<file path="config.mk">
export PLATFORM = sky130hd
export DESIGN_NAME = lcd8080_rx_ctrl_flat
export DESIGN_NICKNAME = d
export VERILOG_FILES = /design/src/rtl/lcd8080_rx_ctrl_if.sv /design/src/rtl/lcd8080_rx_ctrl.sv /design/src/flat_wrapper.sv
export SDC_FILE = /design/constraint.sdc
export NUM_CORES = 1
export LEC_CHECK = 0
export BUFFER_PORTS_ARGS = -buffer_cell sky130_fd_sc_hd__buf_2
export CORE_MARGIN = 3
export CORE_UTILIZATION = 45
export DETAILED_ROUTE_END_ITERATION = 8
export SETUP_SLACK_MARGIN = 0.05
export SYNTH_ARGS = -nofsm -noshare
export SYNTH_HDL_FRONTEND = slang
export SYNTH_SLANG_ARGS = --single-unit
</file>
<file path="constraint.sdc">
create_clock -name CLK -period 4.2 [get_ports CLK]
set_clock_uncertainty 0.2 [all_clocks]
set_input_delay 0.21 -clock CLK [delete_from_list [all_inputs] [get_ports CLK]]
set_output_delay 0.21 -clock CLK [all_outputs]
set_load 0.05 [all_outputs]
</file>
<file path="src/rtl/lcd8080_rx_ctrl_if.sv">
// Pad-side and FIFO-side signal bundle for lcd8080_rx_ctrl.
// The slave modport is the controller's view; master is the surrounding system.
interface lcd8080_rx_ctrl_if #(
  parameter int unsigned BUS_W = 8,
  parameter int unsigned PIX_W = 16
) ();
  logic             HSYNC;
  logic             VSYNC;
  logic             J80_WR_n;
  logic             J80_RS;
  logic [BUS_W-1:0] J80_Data;
  logic             J80_Re;
  logic [PIX_W-1:0] FIFO_WData;
  logic             FIFO_We;
  logic             FIFO_Full;
  logic             LCD_BL;
  logic             FrameCtrl;
  logic             Ovf;
  logic [7:0]       OvfCnt;

  modport slave (
    input  HSYNC, VSYNC, J80_WR_n, J80_RS, J80_Data, FIFO_Full,
    output J80_Re, FIFO_WData, FIFO_We, LCD_BL, FrameCtrl, Ovf, OvfCnt
  );

  modport master (
    output HSYNC, VSYNC, J80_WR_n, J80_RS, J80_Data, FIFO_Full,
    input  J80_Re, FIFO_WData, FIFO_We, LCD_BL, FrameCtrl, Ovf, OvfCnt
  );
endinterface

</file>
<file path="src/rtl/lcd8080_rx_ctrl.sv">
// i8080 write receiver: command register file, pixel assembly and colour-bar test source.
// Optional macro LCD_OVF_CNT_EN adds the 8-bit saturating dropped-pixel counter on OvfCnt.
module lcd8080_rx_ctrl #(
  parameter int unsigned BUS_W     = 8,
  parameter int unsigned PIX_W     = 16,
  parameter int unsigned H_ACTIVE  = 800,
  parameter int unsigned BAR_COUNT = 4
) (
  input logic              CLK,
  input logic              nRST,
  lcd8080_rx_ctrl_if.slave bus
);
  localparam int unsigned Beats = PIX_W / BUS_W;
  localparam int unsigned BarW  = H_ACTIVE / BAR_COUNT;
  localparam int unsigned XW    = $clog2(H_ACTIVE + 1);
  localparam int unsigned SegW  = (BarW > 1) ? $clog2(BarW) : 1;

  localparam logic [2:0] AddrCtrl = 3'b001;
  localparam logic [2:0] AddrPix  = 3'b010;
  localparam logic [2:0] AddrBl   = 3'b011;
  localparam logic [2:0] AddrTest = 3'b100;
  localparam logic [2:0] AddrStat = 3'b101;

  typedef enum logic [1:0] {StBeat0, StBeat1, StBeat2, StBeat3} beat_e;

  // Synchronisers; WR_n idles high so reset must not fake a rising edge.
  logic             wr_meta_q, wr_sync_q, wr_prev_q;
  logic             rs_meta_q, rs_sync_q;
  logic [BUS_W-1:0] data_meta_q, data_sync_q;

  always_ff @(posedge CLK or negedge nRST) begin
    if (!nRST) begin
      wr_meta_q   <= 1'b1;
      wr_sync_q   <= 1'b1;
      wr_prev_q   <= 1'b1;
      rs_meta_q   <= 1'b0;
      rs_sync_q   <= 1'b0;
      data_meta_q <= '0;
      data_sync_q <= '0;
    end else begin
      wr_meta_q   <= bus.J80_WR_n;
      wr_sync_q   <= wr_meta_q;
      wr_prev_q   <= wr_sync_q;
      rs_meta_q   <= bus.J80_RS;
      rs_sync_q   <= rs_meta_q;
      data_meta_q <= bus.J80_Data;
      data_sync_q <= data_meta_q;
    end
  end

  logic       wr_evt, cmd_evt, dat_evt;
  logic [2:0] cmd_addr;
  logic [4:0] cmd_pay;

  assign wr_evt   = wr_sync_q & ~wr_prev_q;
  assign cmd_evt  = wr_evt & rs_sync_q;
  assign dat_evt  = wr_evt & ~rs_sync_q;
  assign cmd_addr = data_sync_q[7:5];
  assign cmd_pay  = data_sync_q[4:0];

  logic [4:0]       ctrl_q, pix_q, bl_q, test_q;
  beat_e            beat_q;
  logic [PIX_W-1:0] shift_q;
  logic [PIX_W-1:0] fifo_wdata_q;
  logic             fifo_we_q;
  logic             ovf_q;
  logic [XW-1:0]    x_q;
  logic [SegW-1:0]  seg_q;
  logic [2:0]       bar_q;

  logic             test_en, beat_last, host_push_evt, drop, stat_clr, mode_switch;
  logic [PIX_W-1:0] asm_word;

  assign test_en       = ctrl_q[2];
  assign beat_last     = (beat_q == beat_e'(2'(Beats - 1)));
  assign asm_word      = (shift_q << BUS_W) | PIX_W'(data_sync_q);
  assign host_push_evt = dat_evt & ~test_en & beat_last;
  assign drop          = host_push_evt & bus.FIFO_Full;
  assign stat_clr      = cmd_evt & (cmd_addr == AddrStat) & cmd_pay[0];
  assign mode_switch   = cmd_evt & (cmd_addr == AddrCtrl) & (cmd_pay[2] != ctrl_q[2]);

  // Colour bars are 16-bit RGB565; wider/narrower pixels pad or trim at the LSB end.
  function automatic logic [PIX_W-1:0] fit_colour(input logic [15:0] c);
    logic [PIX_W+15:0] ext;
    ext = {c, {PIX_W{1'b0}}};
    return ext[PIX_W+15 -: PIX_W];
  endfunction

  logic [15:0]      bar_colour;
  logic [PIX_W-1:0] test_pix;

  always_comb begin
    bar_colour = 16'h0000;
    case (bar_q)
      3'd0:    bar_colour = 16'h001F;
      3'd1:    bar_colour = 16'h07E0;
      3'd2:    bar_colour = 16'hF800;
      3'd3:    bar_colour = 16'hFFFF;
      3'd4:    bar_colour = 16'h0000;
      3'd5:    bar_colour = 16'hFFE0;
      3'd6:    bar_colour = 16'h07FF;
      default: bar_colour = 16'hF81F;
    endcase
  end

  assign test_pix = test_q[4] ? PIX_W'({16{test_q[3:0]}}) : fit_colour(bar_colour);

  always_ff @(posedge CLK or negedge nRST) begin
    if (!nRST) begin
      ctrl_q       <= 5'b01000;
      pix_q        <= 5'b00000;
      bl_q         <= 5'b00001;
      test_q       <= 5'b00000;
      beat_q       <= StBeat0;
      shift_q      <= '0;
      fifo_wdata_q <= '0;
      fifo_we_q    <= 1'b0;
      ovf_q        <= 1'b0;
      x_q          <= '0;
      seg_q        <= '0;
      bar_q        <= '0;
    end else begin
      fifo_we_q <= 1'b0;

      if (cmd_evt) begin
        beat_q <= StBeat0;
        case (cmd_addr)
          AddrCtrl: ctrl_q <= cmd_pay;
          AddrPix:  pix_q  <= cmd_pay;
          AddrBl:   bl_q   <= cmd_pay;
          AddrTest: test_q <= cmd_pay;
          AddrStat: if (cmd_pay[0]) ovf_q <= 1'b0;
          default:  ;
        endcase
      end else if (dat_evt && !test_en) begin
        shift_q <= asm_word;
        if (beat_last) begin
          beat_q <= StBeat0;
          if (bus.FIFO_Full) begin
            ovf_q <= 1'b1;
          end else begin
            fifo_we_q    <= 1'b1;
            fifo_wdata_q <= asm_word;
          end
        end else begin
          beat_q <= beat_e'(beat_q + 2'd1);
        end
      end

      // Test source; never coincides with a host push since host data is ignored here.
      if (mode_switch || (test_en && (bus.HSYNC || bus.VSYNC))) begin
        x_q   <= '0;
        seg_q <= '0;
        bar_q <= '0;
      end else if (test_en && (x_q < XW'(H_ACTIVE)) && !bus.FIFO_Full) begin
        fifo_we_q    <= 1'b1;
        fifo_wdata_q <= test_pix;
        x_q          <= x_q + 1'b1;
        if (seg_q == SegW'(BarW - 1)) begin
          seg_q <= '0;
          bar_q <= bar_q + 3'd1;
        end else begin
          seg_q <= seg_q + 1'b1;
        end
      end
    end
  end

`ifdef LCD_OVF_CNT_EN
  logic [7:0] ovf_cnt_q;

  always_ff @(posedge CLK or negedge nRST) begin
    if (!nRST) begin
      ovf_cnt_q <= 8'd0;
    end else if (stat_clr) begin
      ovf_cnt_q <= 8'd0;
    end else if (drop && (ovf_cnt_q != 8'hFF)) begin
      ovf_cnt_q <= ovf_cnt_q + 8'd1;
    end
  end

  assign bus.OvfCnt = ovf_cnt_q;
`else
  logic unused_cnt_evt;
  assign unused_cnt_evt = stat_clr ^ drop;
  assign bus.OvfCnt     = 8'd0;
`endif

  assign bus.J80_Re     = ctrl_q[3] ? (bus.HSYNC | bus.VSYNC) : bus.HSYNC;
  assign bus.FrameCtrl  = ctrl_q[3] ? 1'b1 : pix_q[0];
  assign bus.LCD_BL     = bl_q[0];
  assign bus.FIFO_We    = fifo_we_q;
  assign bus.FIFO_WData = fifo_wdata_q;
  assign bus.Ovf        = ovf_q;

  // Display-on and reserved bits are host-visible storage only.
  logic unused_bits;
  assign unused_bits = ^{ctrl_q[4], ctrl_q[1:0], pix_q[4:1], bl_q[4:1]};
endmodule
</file>
<file path="src/flat_wrapper.sv">
// flat-port wrapper written by rule: the top's interface ports become plain ports
module lcd8080_rx_ctrl_flat 
#(
  parameter int unsigned BUS_W     = 8,
  parameter int unsigned PIX_W     = 16,
  parameter int unsigned H_ACTIVE  = 800,
  parameter int unsigned BAR_COUNT = 4
)
  (CLK, nRST, bus_HSYNC, bus_VSYNC, bus_J80_WR_n, bus_J80_RS, bus_J80_Data, bus_FIFO_Full, bus_J80_Re, bus_FIFO_WData, bus_FIFO_We, bus_LCD_BL, bus_FrameCtrl, bus_Ovf, bus_OvfCnt);
  lcd8080_rx_ctrl_if #(.BUS_W(BUS_W), .PIX_W(PIX_W)) bus_i ();
  input logic CLK;
  input logic nRST;
  input wire logic [$bits(bus_i.HSYNC)-1:0] bus_HSYNC;
  input wire logic [$bits(bus_i.VSYNC)-1:0] bus_VSYNC;
  input wire logic [$bits(bus_i.J80_WR_n)-1:0] bus_J80_WR_n;
  input wire logic [$bits(bus_i.J80_RS)-1:0] bus_J80_RS;
  input wire logic [$bits(bus_i.J80_Data)-1:0] bus_J80_Data;
  input wire logic [$bits(bus_i.FIFO_Full)-1:0] bus_FIFO_Full;
  output wire logic [$bits(bus_i.J80_Re)-1:0] bus_J80_Re;
  output wire logic [$bits(bus_i.FIFO_WData)-1:0] bus_FIFO_WData;
  output wire logic [$bits(bus_i.FIFO_We)-1:0] bus_FIFO_We;
  output wire logic [$bits(bus_i.LCD_BL)-1:0] bus_LCD_BL;
  output wire logic [$bits(bus_i.FrameCtrl)-1:0] bus_FrameCtrl;
  output wire logic [$bits(bus_i.Ovf)-1:0] bus_Ovf;
  output wire logic [$bits(bus_i.OvfCnt)-1:0] bus_OvfCnt;
  assign bus_i.HSYNC = bus_HSYNC;
  assign bus_i.VSYNC = bus_VSYNC;
  assign bus_i.J80_WR_n = bus_J80_WR_n;
  assign bus_i.J80_RS = bus_J80_RS;
  assign bus_i.J80_Data = bus_J80_Data;
  assign bus_i.FIFO_Full = bus_FIFO_Full;
  assign bus_J80_Re = bus_i.J80_Re;
  assign bus_FIFO_WData = bus_i.FIFO_WData;
  assign bus_FIFO_We = bus_i.FIFO_We;
  assign bus_LCD_BL = bus_i.LCD_BL;
  assign bus_FrameCtrl = bus_i.FrameCtrl;
  assign bus_Ovf = bus_i.Ovf;
  assign bus_OvfCnt = bus_i.OvfCnt;
  lcd8080_rx_ctrl #(.BUS_W(BUS_W), .PIX_W(PIX_W), .H_ACTIVE(H_ACTIVE), .BAR_COUNT(BAR_COUNT)) u_core (.CLK(CLK), .nRST(nRST), .bus(bus_i));
endmodule
</file>
# --- After elaboration in Yosys (flattened, before gate mapping) ---
# Cells that the tools add are included.
totals:
  regBits: 81
classes:
  addsub: 4
  order_cmp: 1
  eq_ne: 16
  n_mux: 33
  n_bitwise: 10
  n_reduce_logical: 21
ops:
  columns: ["cell", "count"]
  rows:
  - ["2-to-1 mux 16 bit", 7]
  - ["one-hot mux 16 bit (7 select lines)", 1]
  - ["2-to-1 mux 8 bit", 3]
  - ["2-to-1 mux 10 bit", 2]
  - ["OR 16 x 8 -> 16 bit", 1]
  - ["== test 3 bit (second input constant)", 5]
  - ["2-to-1 mux 1 bit", 14]
  - ["== test 3 x 2 -> 1 bit (second input constant)", 4]
  - ["AND reduction 2 bit", 6]
  - ["adder 10 x 1 -> 10 bit (second input constant)", 1]
  - ["< comparator 10 bit (second input constant)", 1]
  - ["nonzero test 2 bit", 5]
  - ["2-to-1 mux 3 bit", 3]
  - ["adder 8 x 1 -> 8 bit (second input constant)", 1]
  - ["== test 8 bit (second input constant)", 1]
  - ["== test 3 x 1 -> 1 bit (second input constant)", 2]
  - ["2-to-1 mux 2 bit", 3]
  - ["AND 1 bit", 5]
  - ["AND reduction 5 bit", 1]
  - ["logical AND 1 bit", 4]
  - ["adder 3 x 1 -> 3 bit (second input constant)", 1]
  - ["zero test 3 bit", 1]
  - ["NOT 1 bit", 3]
  - ["adder 2 x 1 -> 2 bit (second input constant)", 1]
  - ["other kinds (7)", 9]

# --- Depth between registers and ports, before layout ---
logic_depth:
  word_depth: 8
  mapped_depth: 7
  mapped_depth_nobuf: 7

# --- Worst setup path before layout ---
# OpenSTA, ideal clock, no wires.
synth_path:
  path_kind: "register -> register"
  startpoint: "register u_core.wr_sync_q"
  endpoint: "register u_core.fifo_wdata_q[10] (netlist: u_core.bus.FIFO_WData[10])"
  setup_time_ns: 0.135
  arrival_time_ns: 1.610
  required_time_ns: 3.865
  slack_ns: 2.255
  stages_incl_launch_ff: 8
  n_path_buf: 2
  period_less_slack_ns: 1.945
  path_cell_list: "dfstp_2 > nand2b_1 > nor3_1 > buf_2 > nand4_1 > clkbuf_1 > nand2_1 > a32oi_1"
synth_between:
  elab_chain_cells: 7
  word_cells_on_any_way: 11
  cone_classes: "4 x mux; 5 x bitwise; 2 x reduce/logical"
synth_rtl:
  columns: ["item", "line_no", "source"]
  rows:
  - ["start: declaration", "lcd8080_rx_ctrl.sv:27", "logic wr_meta_q, wr_sync_q, wr_prev_q;"]
  - ["start signal: assignment", "lcd8080_rx_ctrl.sv:42", "wr_sync_q <= wr_meta_q;"]
  - ["AND 1 bit (*)", "lcd8080_rx_ctrl.sv:55", "assign wr_evt = wr_sync_q & ~wr_prev_q;"]
  - ["AND 1 bit", "lcd8080_rx_ctrl.sv:57", "assign dat_evt = wr_evt & ~rs_sync_q;"]
  - ["logical AND 1 bit", "lcd8080_rx_ctrl.sv:135", "end else if (dat_evt && !test_en) begin"]
  - ["2-to-1 mux 16 bit", "lcd8080_rx_ctrl.sv:135", null]
  - ["2-to-1 mux 16 bit", "lcd8080_rx_ctrl.sv:125", "if (cmd_evt) begin"]
  - ["2-to-1 mux 16 bit", "lcd8080_rx_ctrl.sv:155", "end else if (test_en && (x_q < XW'(H_ACTIVE)) && !bus.FIFO_Full) begin"]
  - ["2-to-1 mux 16 bit (*)", "lcd8080_rx_ctrl.sv:151", "if (mode_switch || (test_en && (bus.HSYNC || bus.VSYNC))) begin"]
  - ["end signal: assignment", "lcd8080_rx_ctrl.sv:143", "fifo_wdata_q <= asm_word;"]
  - ["end signal: assignment", "lcd8080_rx_ctrl.sv:157", "fifo_wdata_q <= test_pix;"]
  - ["end: declaration", "lcd8080_rx_ctrl.sv:64", "logic [PIX_W-1:0] fifo_wdata_q;"]
# Every way passes the cells marked *; elsewhere a longest branch is shown, timed or not.
# A chain may end at the register's enable or synchronous reset.

# --- Worst setup path in the final report ---
layout_path:
  startpoint: "register u_core.data_sync_q[7]"
  endpoint: "register u_core.seg_q[7]"
layout_between:
  elab_chain_cells: 5
  word_cells_on_any_way: 6
  cone_classes: "1 x eq/ne; 1 x mux; 2 x bitwise; 2 x reduce/logical"
layout_rtl:
  columns: ["item", "line_no", "source"]
  rows:
  - ["start: declaration", "lcd8080_rx_ctrl.sv:29", "logic [BUS_W-1:0] data_meta_q, data_sync_q;"]
  - ["start signal: assignment", "lcd8080_rx_ctrl.sv:47", "data_sync_q <= data_meta_q;"]
  - ["== test 3 x 1 -> 1 bit (*)", "lcd8080_rx_ctrl.sv:80", "assign mode_switch = cmd_evt & (cmd_addr == AddrCtrl) & (cmd_pay[2] != ctrl_q[2]);"]
  - ["AND 1 bit (*) (2 in series)", "lcd8080_rx_ctrl.sv:80", null]
  - ["logical OR 1 bit (*)", "lcd8080_rx_ctrl.sv:151", null]
  - ["2-to-1 mux 8 bit / nonzero test 2 bit (equally long branches)", null, null]
  - ["end signal: assignment", "lcd8080_rx_ctrl.sv:163", "seg_q <= seg_q + 1'b1;"]
  - ["end: declaration", "lcd8080_rx_ctrl.sv:68", "logic [SegW-1:0] seg_q;"]
# Marked as above.

==> summary.md <==
| Metric | Value |
|---|---|
| CP Cell Sequence | `or3b_1 -> o21a_1 -> nor2_2 -> nor3b_1 -> mux2_2` |
| Num CTS Buffers | `9` |
| Core area | `7410 sq um` |
| XOR/XNOR share of the synthesized area | `2.00%` |
| Total power | `0.00221 W` |
| YS warnings | `0` |
| Initial antenna violation count | `0` |
| Layout Area Growth over Synthesis | `15.0%` |
| Period utilization | `57.1%` |
| Slowest CP cell | `nor2_2` |
| Clock latency on the worst-skew pair | `0.35 ns` |
| Avg Synthesized Cell Area | `10.5 sq um` |
| CTS Hold Bufs | `11` |
| Detailed Routing Iterations Pass 1 | `4` |
| Unrepaired setup endpoints after global routing | `no` |
| Placed Area | `3710 sq um` |
| Post-DRT Antenna Nets | `0` |
| Buffers & Inverters on Critical Path | `0` |
| Initial core utilization | `47.2%` |
| Routability cong. | `0.764` |
| Simple-gate share of the synthesized area | `20.6%` |
| Worst setup margin | `1.80 ns` |
| Die area | `8870 sq um` |
| Post-synthesis adder-cell area fraction | `2.50%` |
| Clk buf depth | `2` |
| Largest net degree at the start of global routing | `80` |
| Final hold vios | `0` |
| Root Driver | `clkbuf_8` |
| First-pass GRT wire length | `12300 um` |
| # port buffers | `35` |
| Drt via density | `5.24` |
| Worst Path Max Fanout | `20` |
| Chip width | `94.2 um` |
| Sequential area share after synthesis | `56.7%` |
| Vias | `2530` |
| Vias in the first global route | `2510` |
| Tightest Hold Check Type | `in -> reg` |
| Fmax | `417 MHz` |
| CTS sink cnt | `79` |
| Initial DRC count | `145` |
| Crit path capture type | `flop` |
| Mux cell area share after synthesis | `3.51%` |
| Max IR drop VDD | `284 uV` |
| Max-slew violation count | `0` |
| Register area | `1980 sq um` |
| Fin nets | `401` |
| Max Cap Viol | `0` |
| Postcts setup bufs | `0` |
| Cts repair resizes | `0` |
| Detail Placement HPWL | `4950 um` |
| Primary FF master, synth | `dfrtp_1` |
| Final instance area | `4020 sq um` |
| Grt ovf | `0` |
| Cell Area, Synth | `3500 sq um` |
| Row count | `31` |
| CTS tree | `done` |
| Setup WS pre-CTS | `1.77 ns` |
| Complex-gate fraction of the synthesized area | `10.3%` |
| Ports | `44` |
| Status | `finished, final reports clean` |
| Min Tclk post-route | `2.40 ns` |
| CP max stage delay | `0.61 ns` |
| Yosys reg bits | `79` |
| Remaining routing DRC violations | `0` |
| Most frequent cells in the layout | `75 x nand2_1, 74 x dfrtp_1, 34 x buf_2` |
| Post-synth ARST share | `100%` |
| Routed WL per cell | `14.9 um` |
| Leak | `1.84 nW` |
| Final setup vio count | `0` |
| Area occupied by multi-input gates | `1390 sq um` |
| WS Path Type | `reg -> reg` |
| Critical path launch point type | `flop` |
| Fill count | `687` |
| Main combinational cell family by area after synthesis | `simple AND/OR/NAND/NOR gates` |
| Final setup TNS | `0 ns` |
| WP data arrival | `2.44 ns` |
| Gr usage total | `18.1%` |
| Synth Instances | `334` |
| Routed WL | `7210 um` |
| H-tree levels | `3` |
| Distinct cells, synth | `51` |
| Antenna diode count | `0` |
| PwrDens | `550 nW/um^2` |
| Number of synthesized flops with an enable pin | `0` |
| Commonest non-fill, non-tap cell in the layout | `nand2_1` |
| CTS clock-pin slew for the worst setup and hold paths | `0.08 ns` |
| Worst Tran Pin Value | `0.980 ns` |
| R2R Setup Slk | `1.80 ns` |
| Max transition margin | `34.7%` |
| Fin util | `54.3%` |
| Family with the most delay on the worst path | `simple AND/OR/NAND/NOR gates` |
| Die height | `94.2 um` |
| Crit path required time | `4.24 ns` |
| Fraction of layout instances using a drive strength above 1 | `20.3%` |
[through the flow]
step / instances / hold WS, ns
after CTS: 483 / 0.0453
after floorplan: 341 / -0.286
final: 483 / 0.0784
after global placement: 456 / 0.115
after detailed placement: 456 / 0.116
after global routing: 483 / 0.135
[final timing paths]
check	from	to	cells past startpoint
min in group asynchronous	nRST	u_core.x_q[1]	2
hold / removal	bus_FIFO_Full	u_core.bus.Ovf	3
hold reg to reg	u_core.rs_meta_q	u_core.rs_sync_q	0
max in group asynchronous	nRST	u_core.bus.FIFO_WData[12]	2
setup reg to reg	u_core.data_sync_q[7]	u_core.seg_q[7]	5
setup / recovery	u_core.data_sync_q[7]	u_core.seg_q[7]	5
[cell type report]
cell class	count	share of cell area, %
clock buffers	10	3.42
clock inverters	6	1.62
inverters	7	0.653
multi-input cells	235	34.6
flip-flops and latches	79	49.3
well taps	99	3.08
repair buffers	47	7.34
[metal layers]
metal | vias to the layer above | GRT usage, % | part of all wire (%)
li1 | 1237 | - | -
met1 | 1239 | 25.8 | 49
met2 | 46 | 27.4 | 47
met3 | 8 | 4.17 | 3.5
met4 | 0 | 5.90 | 1.2
met5 | - | 0 | 0
[worst reg2reg max path, stage by stage (launching register included)]
cell and delay [ns]:
dfrtp_1 0.45, or3b_1 0.42, o21a_1 0.23, nor2_2 0.61, nor3b_1 0.10, mux2_2 0.28
[state kept, by name, indices dropped and copies added, names as in the netlist, 2 cells and up]
signal                 flops
u_core.seg_q               8
u_core.bar_q               3
u_core.test_q              5
u_core.bus.FIFO_WData     16
u_core.shift_q             8
u_core.data_sync_q         8
u_core.ctrl_q              2
u_core.beat_q              2
u_core.x_q                10
u_core.data_meta_q         8
[where the power goes]
group | internal (W) | switching, W | leakage, nW
Clock | 0.000293 | 0.000283 | 0.103
Sequential | 0.000898 | 0.0000906 | 0.986
Combinational | 0.000171 | 0.000477 | 0.750
Total | 0.00136 | 0.000850 | 1.84
[cells by family after synthesis]
group	Yosys count
muxes	11
DFF	79
and+or+nand+nor	149
AOI/OAI and AO/OA	52
other	1
adders and majority gates	7
buffers and inverters	27
xor gates and xnor gates	8
[synth_stat cells, drive strengths merged (3+ instances only)]
cell type | number | area share (%)
nand2 | 76 | 8.2
dfrtp | 74 | 53
nor2 | 23 | 2.7
buf | 17 | 3.2
a21oi | 12 | 1.7
a32oi | 11 | 2.8
mux2 | 10 | 3.2
o21ai | 9 | 1.4
a31oi | 8 | 1.4
ha | 7 | 2.5
inv | 7 | 0.75
nand4 | 7 | 1.3
and3 | 6 | 1.1
nor3 | 6 | 0.86
nor3b | 6 | 1.3
dfstp | 5 | 3.8
nand3 | 5 | 0.86
nor2b | 4 | 0.72
or3 | 4 | 0.72
xnor2 | 4 | 1.0
xor2 | 4 | 1.0
clkbuf | 3 | 0.32
No activity file was read; power rests on OpenSTA's default activity.
